[src/rtl/if_fetch.sv]
// Instruction-fetch stage feeding the IF/ID pipeline register.
// Owns the PC and keeps at most one request outstanding on a req/gnt/rvalid
// instruction-memory port. The fetched instruction is presented to IF/ID and
// held there while IF/ID stalls. A branch or flush redirects the PC, and any
// response still in flight for the old PC is discarded.
// Ports:
//   clk, rst           clock; asynchronous active-low reset
//   stall              IF/ID not accepting; hold the presented instruction
//   redirect_en/_pc    branch/flush request and its target (bits [1:0] dropped)
//   imem_req/_addr     fetch request and word address (always the PC)
//   imem_gnt           request accepted this cycle
//   imem_rvalid/_rdata response for the outstanding request
//   if_pc/_inst/_valid instruction presented to IF/ID (zeros when not valid)
module if_fetch #(
  parameter logic [31:0] RESET_PC = 32'h0000_0000,
  parameter int unsigned PC_STEP  = 4
) (
  input  logic        clk,
  input  logic        rst,
  input  logic        stall,
  input  logic        redirect_en,
  input  logic [31:0] redirect_pc,
  output logic        imem_req,
  output logic [31:0] imem_addr,
  input  logic        imem_gnt,
  input  logic        imem_rvalid,
  input  logic [31:0] imem_rdata,
  output logic [31:0] if_pc,
  output logic [31:0] if_inst,
  output logic        if_valid
);

  localparam int unsigned XLEN = 32;

  typedef enum logic [1:0] {
    S_IDLE = 2'd0,
    S_REQ  = 2'd1,
    S_WAIT = 2'd2,
    S_OUT  = 2'd3
  } state_t;

  state_t            r_state;
  logic [XLEN-1:0]   r_pc;
  logic              r_kill;
  logic              r_req;
  logic [XLEN-1:0]   r_if_pc;
  logic [XLEN-1:0]   r_if_inst;
  logic              r_if_valid;

  state_t            w_state_nx;
  logic [XLEN-1:0]   w_pc_nx;
  logic              w_kill_nx;
  logic [XLEN-1:0]   w_if_pc_nx;
  logic [XLEN-1:0]   w_if_inst_nx;
  logic              w_if_valid_nx;
  logic [XLEN-1:0]   w_redir_pc;

  // Redirect targets are word aligned.
  assign w_redir_pc = redirect_pc & ~XLEN'(32'h3);

  assign imem_req  = r_req;
  assign imem_addr = r_pc;
  assign if_pc     = r_if_pc;
  assign if_inst   = r_if_inst;
  assign if_valid  = r_if_valid;

  // State and datapath registers.
  always_ff @(posedge clk or negedge rst) begin
    if (!rst) begin
      r_state    <= S_IDLE;
      r_pc       <= RESET_PC;
      r_kill     <= 1'b0;
      r_req      <= 1'b0;
      r_if_pc    <= '0;
      r_if_inst  <= '0;
      r_if_valid <= 1'b0;
    end else begin
      r_state    <= w_state_nx;
      r_pc       <= w_pc_nx;
      r_kill     <= w_kill_nx;
      r_req      <= (w_state_nx == S_REQ);
      r_if_pc    <= w_if_pc_nx;
      r_if_inst  <= w_if_inst_nx;
      r_if_valid <= w_if_valid_nx;
    end
  end

  // Next-state, PC and presentation logic.
  always_comb begin
    w_state_nx    = r_state;
    w_pc_nx       = r_pc;
    w_kill_nx     = r_kill;
    w_if_pc_nx    = r_if_pc;
    w_if_inst_nx  = r_if_inst;
    w_if_valid_nx = r_if_valid;

    case (r_state)
      S_IDLE: begin
        w_state_nx = S_REQ;
      end

      S_REQ: begin
        // Before grant the address may simply move to the new target.
        if (redirect_en) begin
          w_pc_nx = w_redir_pc;
        end
        if (imem_gnt) begin
          w_state_nx = S_WAIT;
          // The old address was already accepted; its data must be dropped.
          if (redirect_en) begin
            w_kill_nx = 1'b1;
          end
        end
      end

      S_WAIT: begin
        if (!imem_rvalid) begin
          if (redirect_en) begin
            w_pc_nx   = w_redir_pc;
            w_kill_nx = 1'b1;
          end
        end else if (r_kill || redirect_en) begin
          w_kill_nx  = 1'b0;
          w_state_nx = S_REQ;
          if (redirect_en) begin
            w_pc_nx = w_redir_pc;
          end
        end else begin
          w_if_pc_nx    = r_pc;
          w_if_inst_nx  = imem_rdata;
          w_if_valid_nx = 1'b1;
          w_state_nx    = S_OUT;
        end
      end

      S_OUT: begin
        // Redirect wins over stall; otherwise IF/ID takes it when not stalled.
        if (redirect_en) begin
          w_if_pc_nx    = '0;
          w_if_inst_nx  = '0;
          w_if_valid_nx = 1'b0;
          w_pc_nx       = w_redir_pc;
          w_state_nx    = S_REQ;
        end else if (!stall) begin
          w_if_pc_nx    = '0;
          w_if_inst_nx  = '0;
          w_if_valid_nx = 1'b0;
          w_pc_nx       = r_pc + XLEN'(PC_STEP);
          w_state_nx    = S_REQ;
        end
      end

      default: begin
        w_state_nx = S_IDLE;
      end
    endcase
  end

endmodule

[config.mk]
export PLATFORM = sky130hd
export DESIGN_NAME = if_fetch
export DESIGN_NICKNAME = d
export VERILOG_FILES = /design/src/rtl/if_fetch.sv
export SDC_FILE = /design/constraint.sdc
export NUM_CORES = 1
export LEC_CHECK = 0
export ABC_AREA = 1
export BUFFER_PORTS_ARGS = -buffer_cell sky130_fd_sc_hd__buf_2
export CORE_MARGIN = 3
export CORE_UTILIZATION = 46
export DETAILED_ROUTE_END_ITERATION = 10
export PLACE_DENSITY = 0.77
export SLEW_MARGIN = 40
export SYNTH_ARGS = -nofsm -noshare
export SYNTH_HDL_FRONTEND = slang
export SYNTH_SLANG_ARGS = --single-unit
[constraint.sdc]
create_clock -name clk -period 1.4 [get_ports clk]
set_input_delay 0.21 -clock clk [delete_from_list [all_inputs] [get_ports clk]]
set_output_delay 0.21 -clock clk [all_outputs]
set_load 0.01 [all_outputs]
== Yosys cells after proc, flatten, opt, wreduce, memory -nomap -nowiden ==
Cells that the tools add are included.

* Muxes and demuxes: 30
* Eq/ne operators: 9
* Reduce and logical (&&, ||, !) cells: 8
* $add $sub $neg: 1

{| class="wikitable"
|+ Operator list
! cell !! count
|-
| 32-bit two-way mux || 11
|-
| 32-bit case mux with 2 select lines || 2
|-
| 32-bit case mux with 3 select lines || 1
|-
| 32-bit by 3-bit adder with 32-bit output, second input constant || 1
|-
| 2-bit two-way mux || 5
|-
| 1-bit two-way mux || 8
|-
| 2-bit case mux with 4 select lines || 1
|-
| 2-bit != test, second input constant || 3
|-
| 3-bit != test, second input constant || 2
|-
| 3-bit AND reduction || 2
|-
| 2-bit by 1-bit equality test with 1-bit output, second input constant || 2
|-
| 2-bit equality test, second input constant || 2
|-
| 1-bit case mux with 2 select lines || 2
|-
| 4-bit AND reduction || 1
|-
| 2-bit nonzero test || 2
|-
| 3-bit nonzero test || 1
|-
| 2-bit logical NOT || 1
|-
| 1-bit logical OR || 1
|}

* Register bits after elaboration: 101
* Input bits: 70
* Logic and storage cells: 55
* Output and inout bits: 98

== Logic depth before layout (Yosys ltp) ==
Gate-level depths: netlist (run 1).

* Depth after elaboration: 5
* Gate-level depth with buffers: 10
* Gate-level depth less buffers: 10

== Least setup slack after synthesis (run 1) ==
No wires, ideal clock.

* Kind: reg2reg
* From: register r_pc[3], in the netlist imem_addr[3]
* To: register r_pc[14], in the netlist imem_addr[14]
* Setup time: 0.113 ns
* Required time: 1.287 ns
* Clock period less this slack: 1.626 ns
* Path slack: -0.226 ns
* Buffers on the path: 0
* Arrival: 1.513 ns
* Cell stages (with the launch flop): 11
* Path through: dfrtp_1 -> ha_1 -> nand2_1 -> nor2_1 -> nand2_1 -> nor2_1 -> nand3_1 -> o21ai_0 -> nand2_1 -> nand2_1 -> inv_1

* Cells in the longest elaborated chain, start to end: 4

{| class="wikitable"
|+ Ends and longest elaborated chain
! what !! RTL line !! RTL
|-
| start: declaration || 43 || <nowiki>logic [XLEN-1:0] r_pc;</nowiki>
|-
| start signal: assignment || 79 || <nowiki>r_pc <= w_pc_nx;</nowiki>
|-
| 32-bit by 3-bit adder with 32-bit output || 148 || <nowiki>w_pc_nx = r_pc + XLEN'(PC_STEP);</nowiki>
|-
| 32-bit two-way mux || 144 || <nowiki>end else if (!stall) begin</nowiki>
|-
| 32-bit two-way mux || 138 || <nowiki>if (redirect_en) begin</nowiki>
|-
| 32-bit case mux with 3 select lines || 97 || <nowiki>case (r_state)</nowiki>
|}

No other way between the ends. The select of a mux whose other input is x is not followed.
A chain may end at the register's enable or synchronous reset.

== Worst setup path in the final report (run 1) ==
* From: register r_state[0]
* To: register r_if_pc[2], in the netlist if_pc[2]

* Cells in the longest elaborated chain, start to end: 3
* Elaborated cells between the ends (all ways): 8
* Those cells by class: eq/ne: 5; mux: 1; reduce/logical: 2

{| class="wikitable"
|+ Ends and longest elaborated chain
! what !! RTL line !! RTL
|-
| start: declaration || 42 || <nowiki>state_t r_state;</nowiki>
|-
| start signal: assignment || 78 || <nowiki>r_state <= w_state_nx;</nowiki>
|-
| 2-bit equality test || 97 ||
|-
| 3-bit != test (no source line) (tied with other cells) || n/a ||
|-
| 4-bit AND reduction (no source line) || n/a ||
|-
| end signal: assignment || 82 || <nowiki>r_if_pc <= w_if_pc_nx;</nowiki>
|-
| end: declaration || 46 || <nowiki>logic [XLEN-1:0] r_if_pc;</nowiki>
|}

Several ways; a longest one is shown, not always the timed one.

==> results of run 1 <==
-- routing by layer --
metal	global-route usage	wire [µm]
met4	0.0933	430
met3	0.0391	1120
met5	0	0
met1	0.327	7050
met2	0.399	8310
-- cells in the mapped netlist (2+ instances only) --
library cell and number:
or2_2 2, clkbuf_1 5, a22oi_1 2, buf_2 14, o22ai_2 19, dfrtp_1 98, o21ai_1 8, buf_4 8
xor2_1 2, nand3_1 72, nand2_1 151, buf_6 2, a21oi_1 5, nand3b_1 2, inv_1 107, clkbuf_2 3
nand4_1 2, o22ai_1 14, inv_2 3, nor2_1 90, o21ai_0 55
-- path summary, 6_finish.rpt --
path / to / cells after the start / from
worst min-delay path: if_inst[3] / 3 / imem_rdata[3]
worst min register to register: if_pc[1] / 2 / if_pc[1]
max in group asynchronous: if_pc[30] / 3 / rst
worst max register to register: if_pc[2] / 9 / r_state[0]
min in group asynchronous: if_inst[5] / 2 / rst
worst max-delay path: if_pc[2] / 9 / r_state[0]
-- registers in the layout, summed over array words and instances (netlist names) --
signal,count
r_kill,1
imem_addr,30
if_pc,31
if_inst,32
if_valid,1
r_state,2
imem_req,1
-- worst reg2reg max path: cells and delay by family, from the launching register on --
| family | cells | cell delay (ns) |
|---|---|---|
| simple gates | 5 | 0.60 |
| flops | 1 | 0.45 |
| buf+inv | 2 | 0.32 |
| compound gates | 2 | 0.11 |
-- metrics by stage --
step	power [µW]	cell area, µm²	utilization	setup TNS (ns)
after detailed placement	12000	6580	0.623	-8.29
after global routing	17300	7600	0.720	-16.19
after floorplan	8750	5150	-	-0.346
final	16300	7600	0.720	-11.28
after CTS	15000	7190	0.681	-3.25
after global placement	11900	6580	0.623	-5.83
-- kinds of logic (layout without fill, tap and decap cells) --
logic type               count (synthesis)  in the layout  share of synthesized area
AO/OA/AOI/OAI                          106            106                      0.139
XOR/XNOR                                 2              2                    0.00342
adder cells (fa/ha/maj)                  1              1                    0.00244
buffers and inverters                  142            387                      0.117
flip-flops                              98             98                      0.479
other                                    1              3                   0.000732
AND/OR/NAND/NOR                        322            322                      0.259
-- power by group through the flow --
stage                     clock, µW  sequential, µW  combinational, µW
after floorplan                   0            5060               3690
after detailed placement          0            4590               7410
final                          1800            4630               9870
after global placement            0            4560               7310
after CTS                      1810            4560               8620
after global routing           1900            4740              10600
-- layout make-up --
cell class,count,area (µm²)
antenna,1,2.50
clock buffer,9,124
clock inverter,7,58.8
fill,807,2950
inverter,110,420
multi-input combinational,433,2480
sequential,98,2460
tap,136,170
timing repair buffer,261,1890
-- repair_timing --
item | CTS | global route
pin swaps | 19 | 23
buffers inserted | 14 | 8
cloned | 3 | 5
hold buffers | 1 | 0
hold endpoints to repair | 18 | 0
endpoints found under the setup margin | 93 | 97
gates resized for setup | 87 | 92
==> flow_summary.yaml, run 1 <==
drt:
  wl_mm: 16.9
  vias: 5460
  post_drt_wl_per_cell_um: 16.0
  drc: 0
  first_pass_iters: 5
  ant_nets: 0
  via_per_inst: 5.18
  drtIter0Drc: 442
placement:
  place.gp.congestion: 0.895
  hpwl_mm: 11.2
  post-place-ws_ns: -0.143
  portBuffers: 163
  dp.cells: 1011
synth:
  yosysSeqAreaShare: 0.479
  syn_inst: 672
  syn_avg_cell_area_um2: 7.63
  ys.flop_type: "dfrtp_1"
  async_reset_ff_frac: 1.00
  netlist_area_mm2: 0.00512
  synth.top_cell.area_share: 0.479
  synth_seq_cells: 98
  yosysWarningCount: 0
  synth_cell_types: 29
  synth_edf_count: 0
  yosys.area.top_type: "dfrtp_1"
  synth.area.top_cells: "dfrtp_1 48%, nand2_1 11%, inv_1 7.8%"
outcome:
  status: "finished with violations"
  violations: "setup timing"
setup_path:
  max_stage_delay_ns: 0.45
  cp.buffers_inverters: 2
  required_ns: 1.66
  arrival_ns: 1.85
  critPathCaptureType: "register"
  cp_common_cell: "nand2_2"
  path_max_fanout: 7
  start_kind: "register"
  crit_family: "simple AND/OR/NAND/NOR gates"
  reg2reg_slack_ns: -0.19
  crit_chain: "nand2_2 > nor2_4 > nand2_2 > nand2_2 > a21oi_4 > buf_12 > nand2_8 > buf_6 > o22ai_2"
  cp_slowest_cell: "dfrtp_1"
  path_class: "register to register"
clocking:
  cts_tree: "built"
  cts_made_buffers: 9
  cts.path.max_buffers: 2
  ctsHtreeMaxLevel: 3
  clock_sink_count: 98
  clk_pin_slew_ns: 0.11
  clock_latency_ns: 0.37
  clockRootBuffer: "clkbuf_8"
grt:
  grt_first_pass_wirelength_mm: 24.6
  antenna_found_initial: 1
  grt_overflow_total: 0
  grt_pass1_vias: 5010
  grtUsageTotal: 0.244
  grt_max_degree: 36
timing:
  setup_viol: 95
  slew_violations: 0
  min_period_over_period: 1.14
  fin_crit_ns: 1.59
  max_freq_mhz: 627
  whs_ns: 0.0670
  hold_violations: 0
  rsz0062_at_grt: "yes"
  finClkSkew_ns: 0.0136
  worst_slack_ns: -0.195
floorplan:
  row_count: 37
  die_y_um: 112
  die_w_um: 112
  die_area_mm2: 0.0124
  core-area_mm2: 0.0106
  start_util: 0.486
  io_pins: 168
pwr:
  p_leak_uw: 0.00378
  seq_power_share: 0.284
  switching_power_uw: 7290
  peakVddDrop_uv: 1450
  powerDensity_mw_per_mm2: 2140
  clockPowerShare: 0.110
  combPwrFrac: 0.605
  switching_share: 0.448
  p_int_uw: 9000
flow_run:
  cap_violations: 0
layout:
  area_growth_pct: 48.3
  final_common_cell: "buf_2"
  layout_common_cells: "161 x buf_2, 138 x nand2_1, 105 x inv_1, 95 x dfrtp_1, 66 x nand3_1"
  finalNonFillerCells: 1055
  drive_gt1_frac: 0.422
  layout.nets: 984
min_path:
  hp-class: "input port to register"
(Power assumes the default switching activity.)
==> inputs of run 2 (changes only) <==
--- a/config.mk
+++ b/config.mk
@@ -9,7 +9,8 @@
 export BUFFER_PORTS_ARGS = -buffer_cell sky130_fd_sc_hd__buf_2
 export CORE_MARGIN = 3
-export CORE_UTILIZATION = 46
+export CORE_UTILIZATION = 45
+export CTS_CLUSTER_DIAMETER = 200
 export DETAILED_ROUTE_END_ITERATION = 10
-export PLACE_DENSITY = 0.77
+export PLACE_DENSITY = 0.75
 export SLEW_MARGIN = 40
 export SYNTH_ARGS = -nofsm -noshare
==> constraint.sdc (replaced) <==
create_clock -name clk -period 1.4 [get_ports clk]
set_input_delay 0.28 -clock clk [delete_from_list [all_inputs] [get_ports clk]]
set_output_delay 0.28 -clock clk [all_outputs]
set_load 0.01 [all_outputs]
==> run 2 against run 1 <==
Against the previous run:
- the run still ends with setup timing left
- critical path type unchanged
- design area up 0.54%
- fmax decreased by 3.9%
- largest cell class is now sequential cells
- sequential share of layout area fell by 0.16 points
- clock-buffer cell count up 3
- critical endpoint is now if_pc[19]
==> flow_summary.yaml, run 2 (synthesis gave the netlist of run 1 again) <==
outcome:
  status: "finished with violations"
  violations: "setup timing"
setup_path:
  start_kind: "register"
  required_ns: 1.62
  r2r-start: "r_kill"
  max_stage_delay_ns: 0.41
  cp_slowest_cell: "dfrtp_1"
  cp_common_cell: "buf_12"
  path_max_fanout: 5
  crit_chain: "nor2_1 > nand2_2 > a21oi_4 > buf_12 > buf_12 > clkbuf_16 > o22ai_2"
  critPathCaptureType: "register"
  reg2reg_to: "if_pc[19]"
  reg2reg_slack_ns: -0.26
  worstRegToRegCells: 7
  arrival_ns: 1.88
  path_class: "register to register"
floorplan:
  die_area_mm2: 0.0127
  die_w_um: 113
  die_y_um: 113
  start_util: 0.467
  core-area_mm2: 0.0110
  row_count: 38
  io_pins: 168
timing:
  max_freq_mhz: 603
  setup_viol: 95
  setup_tns_ns: -16.49
  rsz0062_at_grt: "yes"
  slew_violations: 0
  hold_violations: 0
  min_period_over_period: 1.19
  fin_crit_ns: 1.66
  finClkSkew_ns: 0.00814
  worst_slack_ns: -0.260
layout:
  drive_gt1_frac: 0.398
  area_growth_pct: 49.1
  layout_common_cells: "162 x buf_2, 139 x nand2_1, 106 x inv_1, 94 x dfrtp_1, 71 x nand3_1"
  layout.nets: 978
  final_common_cell: "buf_2"
  largest_reg_flops: 32
  final_area_mm2: 0.00764
placement:
  post-place-ws_ns: -0.203
  hpwl_mm: 11.0
  place.gp.congestion: 0.932
  dpl_cell_area_mm2: 0.00655
  portBuffers: 163
grt:
  grt_max_degree: 73
  antenna_found_initial: 1
  grt_overflow_total: 0
  grt_first_pass_wirelength_mm: 25.4
  grt_pass1_vias: 5016
  grtUsageTotal: 0.250
flow_run:
  cap_violations: 0
drt:
  wl_mm: 17.8
  first_pass_iters: 5
  drc: 0
  drtIter0Drc: 492
  ant_nets: 0
  via_per_inst: 5.30
  post_drt_wl_per_cell_um: 16.9
  vias: 5578
clocking:
  cts.path.max_buffers: 2
  clock_latency_ns: 0.35
  clock_sink_count: 98
  cts_made_buffers: 9
  ctsHtreeMaxLevel: 3
  clockRootBuffer: "clkbuf_16"
  clk_pin_slew_ns: 0.07
  cts_tree: "built"
min_path:
  whs_endpoint: "if_inst[22]"
  hp-class: "input port to register"
  hold_start: "imem_rdata[22]"
  holdPathStages: 3
pwr:
  combPwrFrac: 0.583
  p_leak_uw: 0.00382
  clockPowerShare: 0.150
  p_int_uw: 9980
  powerDensity_mw_per_mm2: 2280
  switching_power_uw: 7430
  switching_share: 0.427
  peakVddDrop_uv: 1480
  seq_power_share: 0.268
## run 2: through the flow
step	total power, µW	hold WS, ns	std cells	util
3_3_place_gp	11900	0.321	1010	0.597
4_1_cts	16000	0.166	1047	0.662
2_1_floorplan	8750	-0.0156	673	-
3_5_place_dp	12000	0.320	1010	0.597
6_report	17400	0.167	1053	0.696
5_1_grt	18400	0.180	1053	0.696
## run 2: final cells by class
type,instances,area (µm²)
fill,841,3340
tap,140,175
antenna,1,2.50
clock inverter,4,48.8
timing repair buffer,255,1870
clock buffer,12,267
sequential,98,2460
inverter,110,423
multi-input combinational,433,2400
## run 2: worst max path at each step
stage / from / to / slack (ns)
6_report: r_kill / if_pc[19] / -0.26
5_1_grt: r_state[1] / imem_addr[10] / -0.33
4_1_cts: r_state[1] / imem_addr[5] / -0.11
3_5_place_dp: r_state[0] / if_inst[2] / -0.20
3_3_place_gp: r_state[0] / if_inst[0] / -0.16
2_1_floorplan: imem_addr[2] / imem_addr[14] / -0.08
## run 2: critical path: cells and delay by family, from the launching register on
| family | cells | cell delay, ns |
|---|---|---|
| buffers and inverters | 3 | 0.43 |
| flip-flops | 1 | 0.41 |
| AND/OR/NAND/NOR | 2 | 0.40 |
| AO/OA/AOI/OAI | 2 | 0.28 |
## run 2: per-layer routing
| layer | GRT usage | routed length (µm) | up-vias |
|---|---|---|---|
| met1 | 0.342 | 7080 | 2648 |
| met3 | 0.0465 | 1290 | 62 |
| met5 | 0 | 0 | - |
| li1 | - | - | 2588 |
| met4 | 0.0962 | 693 | 0 |
| met2 | 0.397 | 8780 | 280 |
## run 2: timing repair
item                       in CTS  in global routing
setup endpoints to repair      94                 95
pin swaps                      13                 22
buffers inserted               14                  2
resized for setup              40                 86
cloned                          6                  7
hold endpoints to repair       98                  0
hold buffers                    1                  0
## run 2: power groups by stage
| stage | clock network, µW | logic [µW] | registers [µW] |
|---|---|---|---|
| after floorplan | 0 | 3690 | 5060 |
| after global placement | 0 | 7310 | 4580 |
| after detailed placement | 0 | 7440 | 4590 |
| after CTS | 2620 | 8750 | 4580 |
| after global routing | 2740 | 10900 | 4750 |
| final | 2600 | 10100 | 4660 |
==> inputs of run 3 (changes only) <==
- GPL_TIMING_DRIVEN: not set -> 0
- MAX_ROUTING_LAYER: not set -> met4
- SKIP_CTS_REPAIR_TIMING: not set -> 1
==> run 3 against run 2 <==
Against the previous run:
- the flow still finishes with violations (setup timing)
- fmax increased by 4.8%
- utilization increased by 1.3 points
- die area unchanged
- design area increased by 1.9%
- clock skew increased by 0.0044 ns
- first-iteration DRC count decreased by 14%
- wire length increased by 0.87%
- combinational power about the same
- critical endpoint is now if_pc[23]
==> flow_summary.yaml, run 3 (synthesis gave the netlist of run 1 again) <==
floorplan:
  core-area_mm2: 0.0110
  start_util: 0.467
  die_area_mm2: 0.0127
  row_count: 38
  die_y_um: 113
  die_w_um: 113
  io_pins: 168
pwr:
  p_leak_uw: 0.00385
  powerDensity_mw_per_mm2: 2270
  peakVddDrop_uv: 1280
layout:
  drive_gt1_frac: 0.457
  area_growth_pct: 52.0
  largest_reg_flops: 32
  post-route-util: 0.709
  fillCellCount: 837
  antenna_cells: 0
  layout.nets: 975
  final_common_cell: "buf_2"
  layout_common_cells: "162 x buf_2, 130 x nand2_1, 104 x inv_1, 77 x dfrtp_1, 72 x nand3_1"
drt:
  ant_nets: 0
  post_drt_wl_per_cell_um: 17.2
  drtIter0Drc: 424
  drc: 0
  vias: 5521
  via_per_inst: 5.27
  first_pass_iters: 5
  wl_mm: 18.0
clocking:
  cts_tree: "built"
  clock_sink_count: 98
  clockRootBuffer: "clkbuf_16"
  clock_latency_ns: 0.36
  clk_pin_slew_ns: 0.07
  cts_made_buffers: 9
  ctsHtreeMaxLevel: 3
  cts.path.max_buffers: 2
grt:
  grt_pass1_vias: 4659
  antenna_found_initial: 0
  grt_overflow_total: 0
  grtUsageTotal: 0.245
  grt_max_degree: 72
  grt_first_pass_wirelength_mm: 23.9
setup_path:
  cp.buffers_inverters: 2
  arrival_ns: 1.85
  critPathCaptureType: "register"
  crit_family: "flip-flops"
  max_stage_delay_ns: 0.46
  required_ns: 1.67
  cp_slowest_cell: "dfrtp_2"
  path_class: "register to register"
  start_kind: "register"
  cp_common_cell: "nand2_4"
  path_max_fanout: 7
  crit_chain: "nand2_4 > nor2_4 > nand2_4 > nand2_4 > a21oi_4 > buf_6 > nand2_8 > clkbuf_16 > o22ai_2"
timing:
  rsz0062_at_grt: "yes"
  max_freq_mhz: 631
  worst_slack_ns: -0.184
  slew_violations: 0
  hold_violations: 0
  min_period_over_period: 1.13
  whs_ns: 0.162
  finClkSkew_ns: 0.0126
  fin_crit_ns: 1.58
  setup_viol: 88
placement:
  portBuffers: 163
  post-place-ws_ns: -0.307
  hpwl_mm: 11.5
  place.gp.congestion: 0.952
outcome:
  violations: "setup timing"
  status: "finished with violations"
min_path:
  hp-class: "input port to register"
flow_run:
  cap_violations: 0
-- run 3: cell types whose count changed in the layout (fill, tap and decap cells not counted), moves of 8 or more --
| cell | change |
|---|---|
| nor2_1 | -8 |
| buf_4 | -21 |
| buf_6 | +8 |
| o21ai_0 | -19 |
| dfrtp_1 | -17 |
| buf_8 | +9 |
| o21ai_2 | +22 |
| dfrtp_2 | +17 |
| nand2_1 | -9 |
-- run 3: layout make-up --
class                      instances  area [µm²]  area share
tap                              140         175      0.0225
timing repair buffer             219        1460       0.188
multi-input combinational        434        2570       0.329
clock inverter                     5        85.1      0.0109
inverter                         110         423      0.0543
clock buffer                      10         239      0.0307
buffer                            32         362      0.0464
sequential                        98        2480       0.318
-- run 3: report_power, final --
group          switching (µW)  leakage (µW)  internal [µW]  total (µW)
Sequential               1090       0.00123           3880        4970
Combinational            5420       0.00247           4530        9950
Clock                    1140      0.000156           1620        2760
-- run 3: path summary, 6_finish.rpt --
check	cells past startpoint	start	to	slack, ns
setup / recovery	9	r_state[1]	if_pc[23]	-0.18
hold / removal	3	imem_rdata[7]	if_inst[7]	0.16
setup reg to reg	9	r_state[1]	if_pc[23]	-0.18
hold reg to reg	2	if_inst[26]	if_inst[26]	0.52
max in group asynchronous	3	rst	r_state[1]	0.39
min in group asynchronous	2	rst	if_pc[1]	0.37
-- run 3: worst reg2reg max path, stage by stage, from the launching register on --
cell and delay, ns:
dfrtp_2 0.46, nand2_4 0.10, nor2_4 0.05, nand2_4 0.10
nand2_4 0.06, a21oi_4 0.16, buf_6 0.18, nand2_8 0.11
clkbuf_16 0.20, o22ai_2 0.08
-- run 3: metal layers --
layer | global-route usage | routed length, µm | vias up
li1 | - | - | 2595
met1 | 0.354 | 7540 | 2622
met2 | 0.367 | 8670 | 255
met3 | 0.0278 | 1260 | 49
met4 | 0.0721 | 527 | 0
met5 | - | 0 | -
-- run 3: per-stage QoR --
step	power, µW	TNS [ns]	cells	area (µm²)
final	17700	-9.95	1048	7790
after global routing	18700	-16.28	1048	7790
after CTS	13900	-23.65	992	6500
after detailed placement	11200	-22.83	977	6180
after global placement	11000	-119.18	976	6140
after floorplan	8750	-0.346	673	5150
